===== src/rtl/sayac_llu_arb.sv =====
// Two-requester front end for a shared logic unit (AND / ones' / two's complement).
// One operation in flight at a time; the winner is chosen round-robin or fixed-priority.
module sayac_llu_arb #(
    parameter bit RR_EN = 1'b1
) (
    input  logic        clk,
    input  logic        rst,
    input  logic        req_valid0,
    input  logic        req_valid1,
    input  logic [1:0]  req_op0,
    input  logic [1:0]  req_op1,
    input  logic [15:0] req_a0,
    input  logic [15:0] req_b0,
    input  logic [15:0] req_a1,
    input  logic [15:0] req_b1,
    output logic        req_ready0,
    output logic        req_ready1,
    output logic        rsp_valid0,
    output logic        rsp_valid1,
    input  logic        rsp_ready0,
    input  logic        rsp_ready1,
    output logic [15:0] rsp_data,
    output logic [15:0] llu_in1,
    output logic [15:0] llu_in2,
    output logic        llu_and,
    output logic        llu_ones,
    output logic        llu_twos,
    input  logic [15:0] llu_out,
    output logic        busy
);

    typedef enum logic [1:0] {IDLE, EXEC, RESP} state_e;

    state_e      state_q, state_d;
    logic        ptr_q, ptr_d;
    logic        gnt_q, gnt_d;
    logic        rspLive_q, rspLive_d;
    logic [1:0]  op_q, op_d;
    logic [15:0] a_q, a_d;
    logic [15:0] b_q, b_d;
    logic [15:0] rspData_q, rspData_d;

    logic winner;
    logic accept;
    logic rspDone;

    // A lone valid requester wins outright; the pointer only breaks ties.
    always_comb begin
        if (req_valid0 && req_valid1) begin
            winner = RR_EN ? ptr_q : 1'b0;
        end else begin
            winner = !req_valid0;
        end
        accept     = (state_q == IDLE) && (req_valid0 || req_valid1);
        req_ready0 = (state_q == IDLE) && req_valid0 && !winner;
        req_ready1 = (state_q == IDLE) && req_valid1 && winner;
        rspDone    = (state_q == RESP) && rspLive_q && (gnt_q ? rsp_ready1 : rsp_ready0);
    end

    always_comb begin
        state_d   = state_q;
        ptr_d     = ptr_q;
        gnt_d     = gnt_q;
        rspLive_d = rspLive_q;
        op_d      = op_q;
        a_d       = a_q;
        b_d       = b_q;
        rspData_d = rspData_q;
        case (state_q)
            IDLE: begin
                if (accept) begin
                    state_d = EXEC;
                    gnt_d   = winner;
                    op_d    = winner ? req_op1 : req_op0;
                    a_d     = winner ? req_a1 : req_a0;
                    b_d     = winner ? req_b1 : req_b0;
                    if (RR_EN) begin
                        ptr_d = !winner;
                    end
                end
            end
            EXEC: begin
                state_d   = RESP;
                rspData_d = (op_q == 2'b11) ? 16'h0000 : llu_out;
            end
            RESP: begin
                // The captured result is offered one cycle after entering RESP.
                if (!rspLive_q) begin
                    rspLive_d = 1'b1;
                end else if (rspDone) begin
                    rspLive_d = 1'b0;
                    state_d   = IDLE;
                end
            end
            default: begin
                state_d = IDLE;
            end
        endcase
    end

    always_ff @(posedge clk) begin
        if (rst) begin
            state_q   <= IDLE;
            ptr_q     <= 1'b0;
            gnt_q     <= 1'b0;
            rspLive_q <= 1'b0;
            op_q      <= 2'b00;
            a_q       <= 16'h0000;
            b_q       <= 16'h0000;
            rspData_q <= 16'h0000;
        end else begin
            state_q   <= state_d;
            ptr_q     <= ptr_d;
            gnt_q     <= gnt_d;
            rspLive_q <= rspLive_d;
            op_q      <= op_d;
            a_q       <= a_d;
            b_q       <= b_d;
            rspData_q <= rspData_d;
        end
    end

    always_comb begin
        busy       = (state_q != IDLE);
        rsp_data   = rspData_q;
        rsp_valid0 = (state_q == RESP) && rspLive_q && !gnt_q;
        rsp_valid1 = (state_q == RESP) && rspLive_q && gnt_q;
        llu_in1    = (state_q == EXEC) ? a_q : 16'h0000;
        llu_in2    = (state_q == EXEC) ? b_q : 16'h0000;
        llu_and    = (state_q == EXEC) && (op_q == 2'b00);
        llu_ones   = (state_q == EXEC) && (op_q == 2'b01);
        llu_twos   = (state_q == EXEC) && (op_q == 2'b10);
    end

endmodule


===== config.mk =====
export PLATFORM = sky130hd
export DESIGN_NAME = sayac_llu_arb
export DESIGN_NICKNAME = d
export VERILOG_FILES = /design/src/rtl/sayac_llu_arb.sv
export SDC_FILE = /design/constraint.sdc
export NUM_CORES = 1
export LEC_CHECK = 0
export ABC_AREA = 1
export CAP_MARGIN = 20
export CORE_MARGIN = 3
export CORE_UTILIZATION = 41
export CTS_CLUSTER_DIAMETER = 60
export DETAILED_ROUTE_END_ITERATION = 10
export PLACE_DENSITY = 0.85
export SYNTH_ARGS = -nofsm -noshare
export SYNTH_HDL_FRONTEND = slang
export SYNTH_SLANG_ARGS = --single-unit

===== constraint.sdc =====
create_clock -name clk -period 1.6 [get_ports clk]
set_input_delay 0.48 -clock clk [delete_from_list [all_inputs] [get_ports clk]]
set_output_delay 0.48 -clock clk [all_outputs]
set_load 0.1 [all_outputs]

Word-level counts from Yosys, hierarchy flattened. Cells that the tools add are included.

Input port bits: 90. RAM bits: 0. Bits in registers: 55. Word-level logic and storage cells: 52. Output and inout port bits: 56. Latch bits: 0. Memory bits (read-only): 0. Memories kept: 0.

Mux-type cells: 14. Shift operators: 0. $mul: 0. Div/mod/pow operators: 0. Magnitude comparators: 0. Bitwise gates (word level): 0. $add $sub $neg: 0. Reduce and logical (&&, ||, !) cells: 22. Equal/unequal tests: 8.

Operators with widths (count): 16-bit 2-to-1 mux (5); 1-bit logical AND (13); 2-bit 2-to-1 mux (4); 2-bit equality test (second input constant) (3); 2-bit != test (second input constant) (3); 2-bit one-hot mux with 3 select lines (1); 2-bit by 1-bit equality test with 1-bit output (second input constant) (2); 2-bit zero test (2); 1-bit 2-to-1 mux (4); 1-bit zero test (3); 3-bit AND reduction (1); 2-bit AND reduction (1); 2-bit nonzero test (1); 1-bit logical OR (1).

Longest topological paths before layout. Gate-level depths: netlist (run 1).

Depth in word-level cells: 6. Mapped depth: 7. Gate-level depth less buffers: 6.

Worst setup path after synthesis (run 1). Ideal clock, no wire load.

Path type: reg2out. Start: register state_q[0]. End: output llu_and. Data arrival time: 2.817 ns. Cell stages (with the launch flop): 6. Setup slack: -1.697 ns. Data required time: 1.120 ns. Path through: dfxtp_1 -> inv_2 -> nor2_4 -> inv_2 -> buf_2 -> nor3_1.

Cells in the longest elaborated chain, start to end: 2.

Ends and longest elaborated chain: from (decl) (RTL line 34) `state_e state_q, state_d;`; from (signal assigned) (RTL line 112) `state_q <= state_d;`; 2-bit by 1-bit equality test with 1-bit output (RTL line 130) `llu_and = (state_q == EXEC) && (op_q == 2'b00);`; 1-bit logical AND (RTL line 130); to (decl) (RTL line 25) `output logic llu_and,`.

Every way passes these cells.

Worst setup path after layout (run 1).
Start: register state_q[1]. End: output llu_in1[10].

Cells in the longest elaborated chain, start to end: 2.

Ends and longest elaborated chain: 2-bit by 1-bit equality test with 1-bit output (RTL line 128) `llu_in1 = (state_q == EXEC) ? a_q : 16'h0000;`; 16-bit 2-to-1 mux (RTL line 128); to (decl) (RTL line 23) `output logic [15:0] llu_in1,`.

Every way passes these cells.

==> impl_metrics.json, run 1 <==
{
  "status": "finished, violations left",
  "failed_checks": "negative setup slack",
  "layout.cells.non_filler": 680,
  "syn2layout_area_growth_pct": 88.3,
  "ys_warn_count": 0,
  "post-route-min-period_ns": 1.89,
  "vias": 3323,
  "dieArea_sq_um": 8210,
  "drc": 0,
  "finalCritPeriodShare": 1.18,
  "place.gp.congestion": 0.789,
  "setup_ws_ns": -0.289,
  "power.leakage_uw": 0.00219,
  "powerDensity_nw_per_um2": 834,
  "grt_overflow": 0,
  "ys_types": 21,
  "portBuffers": 145,
  "ant_nets": 0,
  "synth_top_area_share": 0.375,
  "max-cap-violations": 0,
  "place_inst": 671,
  "grt_pass1_wl_um": 15800,
  "layout-drive-gt1-share": 0.286,
  "ys_seq_area_frac": 0.375,
  "mostFrequentLayoutCells": "118 x nand2_1, 86 x clkdlybuf4s50_1, 60 x buf_12",
  "drtIter0Drc": 92,
  "cp_max_fo": 11,
  "clkLatencyLatePin_ns": 0.31,
  "maxSlewViolCount": 0,
  "coreArea_sq_um": 6870,
  "nFillCells": 444,
  "cts_buffer_depth": 2,
  "clk_root_buffer_cell": "clkbuf_8",
  "ctsHoldBuffers": 0,
  "drtPass1Iterations": 6,
  "grt_pass1_vias": 3274,
  "wl_um": 9620,
  "clkSlewWorstSetupHoldPaths_ns": 0.09,
  "syn_area_per_cell_sq_um": 6.68,
  "critical_path_class": "register to output pin",
  "relSlewSlack": 0.650,
  "place_ws_ns": -0.462,
  "cts.sinks": 55,
  "ys_ff_latch": 55,
  "grtUsageTotal": 0.234,
  "syn_area_sq_um": 2930,
  "layout.nets": 674,
  "setup_viol": 39,
  "synthesis.nets": 529,
  "yosys.area.top_type": "dfxtp_1",
  "reg2reg_slack_ns": 0.16,
  "grt_max_degree": 38,
  "die-height_um": 90.6,
  "grt_antenna_before_repair": 0,
  "report.final.hold_viol_count": 0,
  "synth_area_leaders": "dfxtp_1 38%, nand2_1 15%, nor2_1 7.0%",
  "layout_commonest_cell": "nand2_1",
  "antenna_cells": 0,
  "place_hpwl_um": 7440,
  "worst_pin_slew_ns": 0.524,
  "syn_inst": 439,
  "wl_per_cell_um": 14.1,
  "io_pins": 146,
  "crit_arrival_ns": 1.41,
  "rsz0062_at_grt": "true",
  "cp-end-kind": "output pin",
  "cts_tree": "yes",
  "skew_ns": 0.00463,
  "hold_class": "register to register",
  "peakVddDrop_v": 0.000484,
  "fp-row-count": 30,
  "die_x_um": 90.6,
  "htreeDepth": 2,
  "fmax_mhz": 529,
  "vias_per_cell": 4.89,
  "final_util": 0.804,
  "start_kind": "register",
  "initial_core_util": 0.427,
  "numCtsBuffers": 5,
  "cp.required_ns": 1.12
}
worst max-delay path, cell delays in order, from the launching register on:
cell     delay (ns)
dfxtp_2        0.36
nor2_4         0.16
inv_6          0.09
buf_12         0.17
nor2_4         0.12
buf_12         0.18
kinds of logic (layout without fill, tap and decap cells):
| family | Yosys count | in the layout | synth area share |
|---|---|---|---|
| simple gates | 233 | 233 | 0.354 |
| flops | 55 | 55 | 0.375 |
| buf+inv | 79 | 224 | 0.131 |
| compound gates | 72 | 72 | 0.139 |
report_power, final:
group	total, uW	switching [uW]	internal (uW)
logic	2200	1350	850
clock network	782	441	341
registers	1630	116	1520
total	4610	1900	2710
worst paths after layout:
| check | from | end | cells past startpoint |
|---|---|---|---|
| worst max-delay path | state_q[1] | llu_in1[10] | 5 |
| worst min-delay path | a_q[0] | a_q[0] | 2 |
| worst max register to register | op_q[0] | rsp_data[15] | 3 |
| worst min register to register | a_q[0] | a_q[0] | 2 |
Yosys cell counts:
master and n:
a21oi_1 41, a21oi_2 13, buf_2 8, buf_4 1
buf_6 9, clkbuf_1 10, dfxtp_1 55, inv_1 47
inv_2 3, inv_8 1, nand2_1 120, nand2_2 8
nand2_4 1, nand3_1 30, nand3_2 5, nand3b_1 9
nor2_1 55, nor2_4 2, nor2_8 1, nor3_1 2
o21ai_0 18
what timing repair did:
| item | in CTS | in global routing |
|---|---|---|
| endpoints found under the setup margin | 74 | 40 |
| gates resized for setup | 9 | 2 |
| setup buffers | 1 | 1 |
| pin swaps | 7 | 0 |
layout make-up:
cell class                 count  area (sq um)  area share
timing repair buffer         166          2210       0.400
multi-input combinational    305          1790       0.324
sequential                    55          1100       0.200
inverter                      51           211      0.0383
tap                           96           120      0.0217
clock buffer                   6          82.6      0.0149
clock inverter                 1          5.00    0.000906
metal layers:
layer	vias up	wire (um)	GRT usage
met5	-	0	0
met4	0	133	0.0574
met3	14	606	0.0442
met2	125	5150	0.434
met1	1534	3730	0.275
li1	1650	-	-
registers in the layout, indices dropped and copies added, names as in the netlist:
register / flops
b_q: 16
gnt_q: 1
state_q: 2
ptr_q: 1
op_q: 2
rsp_data: 16
rspLive_q: 1
a_q: 16
through the flow:
stage	area (sq um)	setup TNS [ns]	hold slack, ns	total power [uW]
floorplan	3310	-9.51	0.443	3040
global placement	5390	-12.79	0.452	3780
detailed placement	5390	-15.40	0.456	3840
CTS	5510	-9.87	0.470	4620
global route	5530	-11.26	0.488	4800
finish	5530	-9.98	0.467	4610
(Power assumes the default switching activity.)
==> inputs of run 2 (changes only) <==
==> constraint.sdc (replaced) <==
create_clock -name clk -period 1.79 [get_ports clk]
set_input_delay 0.537 -clock clk [delete_from_list [all_inputs] [get_ports clk]]
set_output_delay 0.537 -clock clk [all_outputs]
set_load 0.1 [all_outputs]
==> run 2 against run 1 <==
The run still ends with negative setup slack left. Global-route usage increased by 0.13 points. Total power decreased by 8.6%. Die area unchanged.
==> impl_metrics.json, run 2 (synthesis gave the netlist of run 1 again) <==
{
  "layout.nets": 674,
  "cts_buffer_depth": 2,
  "finalCritPeriodShare": 1.11,
  "worstRegToRegCells": 7,
  "nFillCells": 424,
  "whs_endpoint": "a_q[5]",
  "dieArea_sq_um": 8210,
  "failed_checks": "negative setup slack",
  "r2r-end": "b_q[8]",
  "drtPass1Iterations": 6,
  "hp-start": "a_q[5]",
  "peakVddDrop_v": 0.000503,
  "crit_arrival_ns": 1.45,
  "setup_viol": 39,
  "wl_per_cell_um": 14.2,
  "placed_area_sq_um": 5320,
  "skew_ns": 0.0133,
  "cp_max_fo": 5,
  "crit-reg2reg-launch": "state_q[1]",
  "setup_ws_ns": -0.193,
  "maxSlewViolCount": 0,
  "critical_path_class": "register to output pin",
  "cts_tree": "yes",
  "grt_pass1_vias": 3462,
  "power.total_uw": 4210,
  "worst_pin_slew_ns": 0.521,
  "place.gp.congestion": 0.809,
  "layout-drive-gt1-share": 0.284,
  "coreArea_sq_um": 6870,
  "max-cap-violations": 0,
  "grt_overflow": 0,
  "hold_path_depth": 2,
  "hold_class": "register to register",
  "start_kind": "register",
  "die_x_um": 90.6,
  "mostFrequentLayoutCells": "118 x nand2_1, 86 x clkdlybuf4s50_1, 59 x buf_12",
  "cts.sinks": 55,
  "fp-row-count": 30,
  "drtIter0Drc": 170,
  "power.leakage_uw": 0.00219,
  "rsz0062_at_grt": "true",
  "vias": 3349,
  "grtUsageTotal": 0.235,
  "post-route-min-period_ns": 1.98,
  "status": "finished, violations left",
  "clk_root_buffer_cell": "clkbuf_8",
  "ant_nets": 0,
  "syn2layout_area_growth_pct": 88.8,
  "cp.required_ns": 1.25,
  "wl_um": 9650,
  "clkLatencyLatePin_ns": 0.31,
  "final_util": 0.806,
  "vias_per_cell": 4.93,
  "antenna_cells": 0,
  "initial_core_util": 0.427,
  "relSlewSlack": 0.652,
  "stdcell_area_sq_um": 5540,
  "fmax_mhz": 504,
  "report.final.hold_viol_count": 0,
  "regArea_sq_um": 1110,
  "reg2reg_slack_ns": 0.17,
  "place_hpwl_um": 7030,
  "grt_max_degree": 40,
  "io_pins": 146,
  "multi_input_area_sq_um": 1790,
  "numCtsBuffers": 5,
  "drc": 0,
  "layout_commonest_cell": "nand2_1",
  "htreeDepth": 2,
  "cp-end-kind": "output pin",
  "portBuffers": 145,
  "layout.cells.non_filler": 680,
  "place_inst": 665,
  "grt_pass1_wl_um": 15900,
  "powerDensity_nw_per_um2": 760,
  "clkSlewWorstSetupHoldPaths_ns": 0.10,
  "die-height_um": 90.6,
  "grt_antenna_before_repair": 0,
  "place_ws_ns": -0.490
}
run 2: cell types whose count changed in the layout (fill, tap and decap cells not counted), sizes merged:
cell / previous run / this run
bufinv: 0 / 1
buf: 78 / 80
clkbuf: 7 / 6
clkinv: 1 / 0
clkdlybuf4s15: 1 / 0
run 2: report_power, final:
part	internal [uW]	total, uW	switching [uW]
clock network	411	792	381
registers	1350	1460	106
logic	755	1960	1210
total	2520	4210	1690
run 2: how the worst max path moves through the flow:
stage,cells after the start,start,end
after floorplan,5,state_q[0],llu_and
after global placement,8,req_valid0,op_q[1]
final,6,state_q[0],llu_and
after detailed placement,8,req_valid0,b_q[8]
after CTS,6,state_q[0],llu_ones
after global routing,6,state_q[0],llu_and
run 2: layout make-up:
type                            count  area share
Inverter                           51      0.0377
Timing Repair Buffer              166       0.400
Multi-Input combinational cell    305       0.322
Sequential cell                    55       0.200
Clock inverter                      1     0.00542
Tap cell                           96      0.0217
Clock buffer                        6      0.0131
run 2: timing repair:
action,CTS,global route
endpoints found under the setup margin,76,39
hold buffers,0,0
buffers inserted,5,2
cloned,1,0
pin swaps,8,1
resized for setup,18,0
run 2: worst max-delay path: stages (launching register included):
cell and delay, ns:
dfxtp_2 0.34, inv_2 0.06, nor2_4 0.11, inv_4 0.09, buf_4 0.16, nor3_4 0.17
buf_12 0.20
run 2: stage by stage:
step	setup TNS, ns	hold WS, ns
2_1_floorplan	-4.69	0.443
3_3_place_gp	-15.64	0.451
3_5_place_dp	-17.65	0.457
4_1_cts	-4.50	0.472
5_1_grt	-6.34	0.492
6_report	-4.37	0.472
run 2: per-layer routing:
layer,wire (um),part of all wire,vias up,GRT usage
met2,5270,0.55,141,0.437
met5,0,0,-,0
li1,-,-,1656,-
met3,585,0.061,19,0.0475
met1,3570,0.37,1533,0.262
met4,222,0.023,0,0.0867
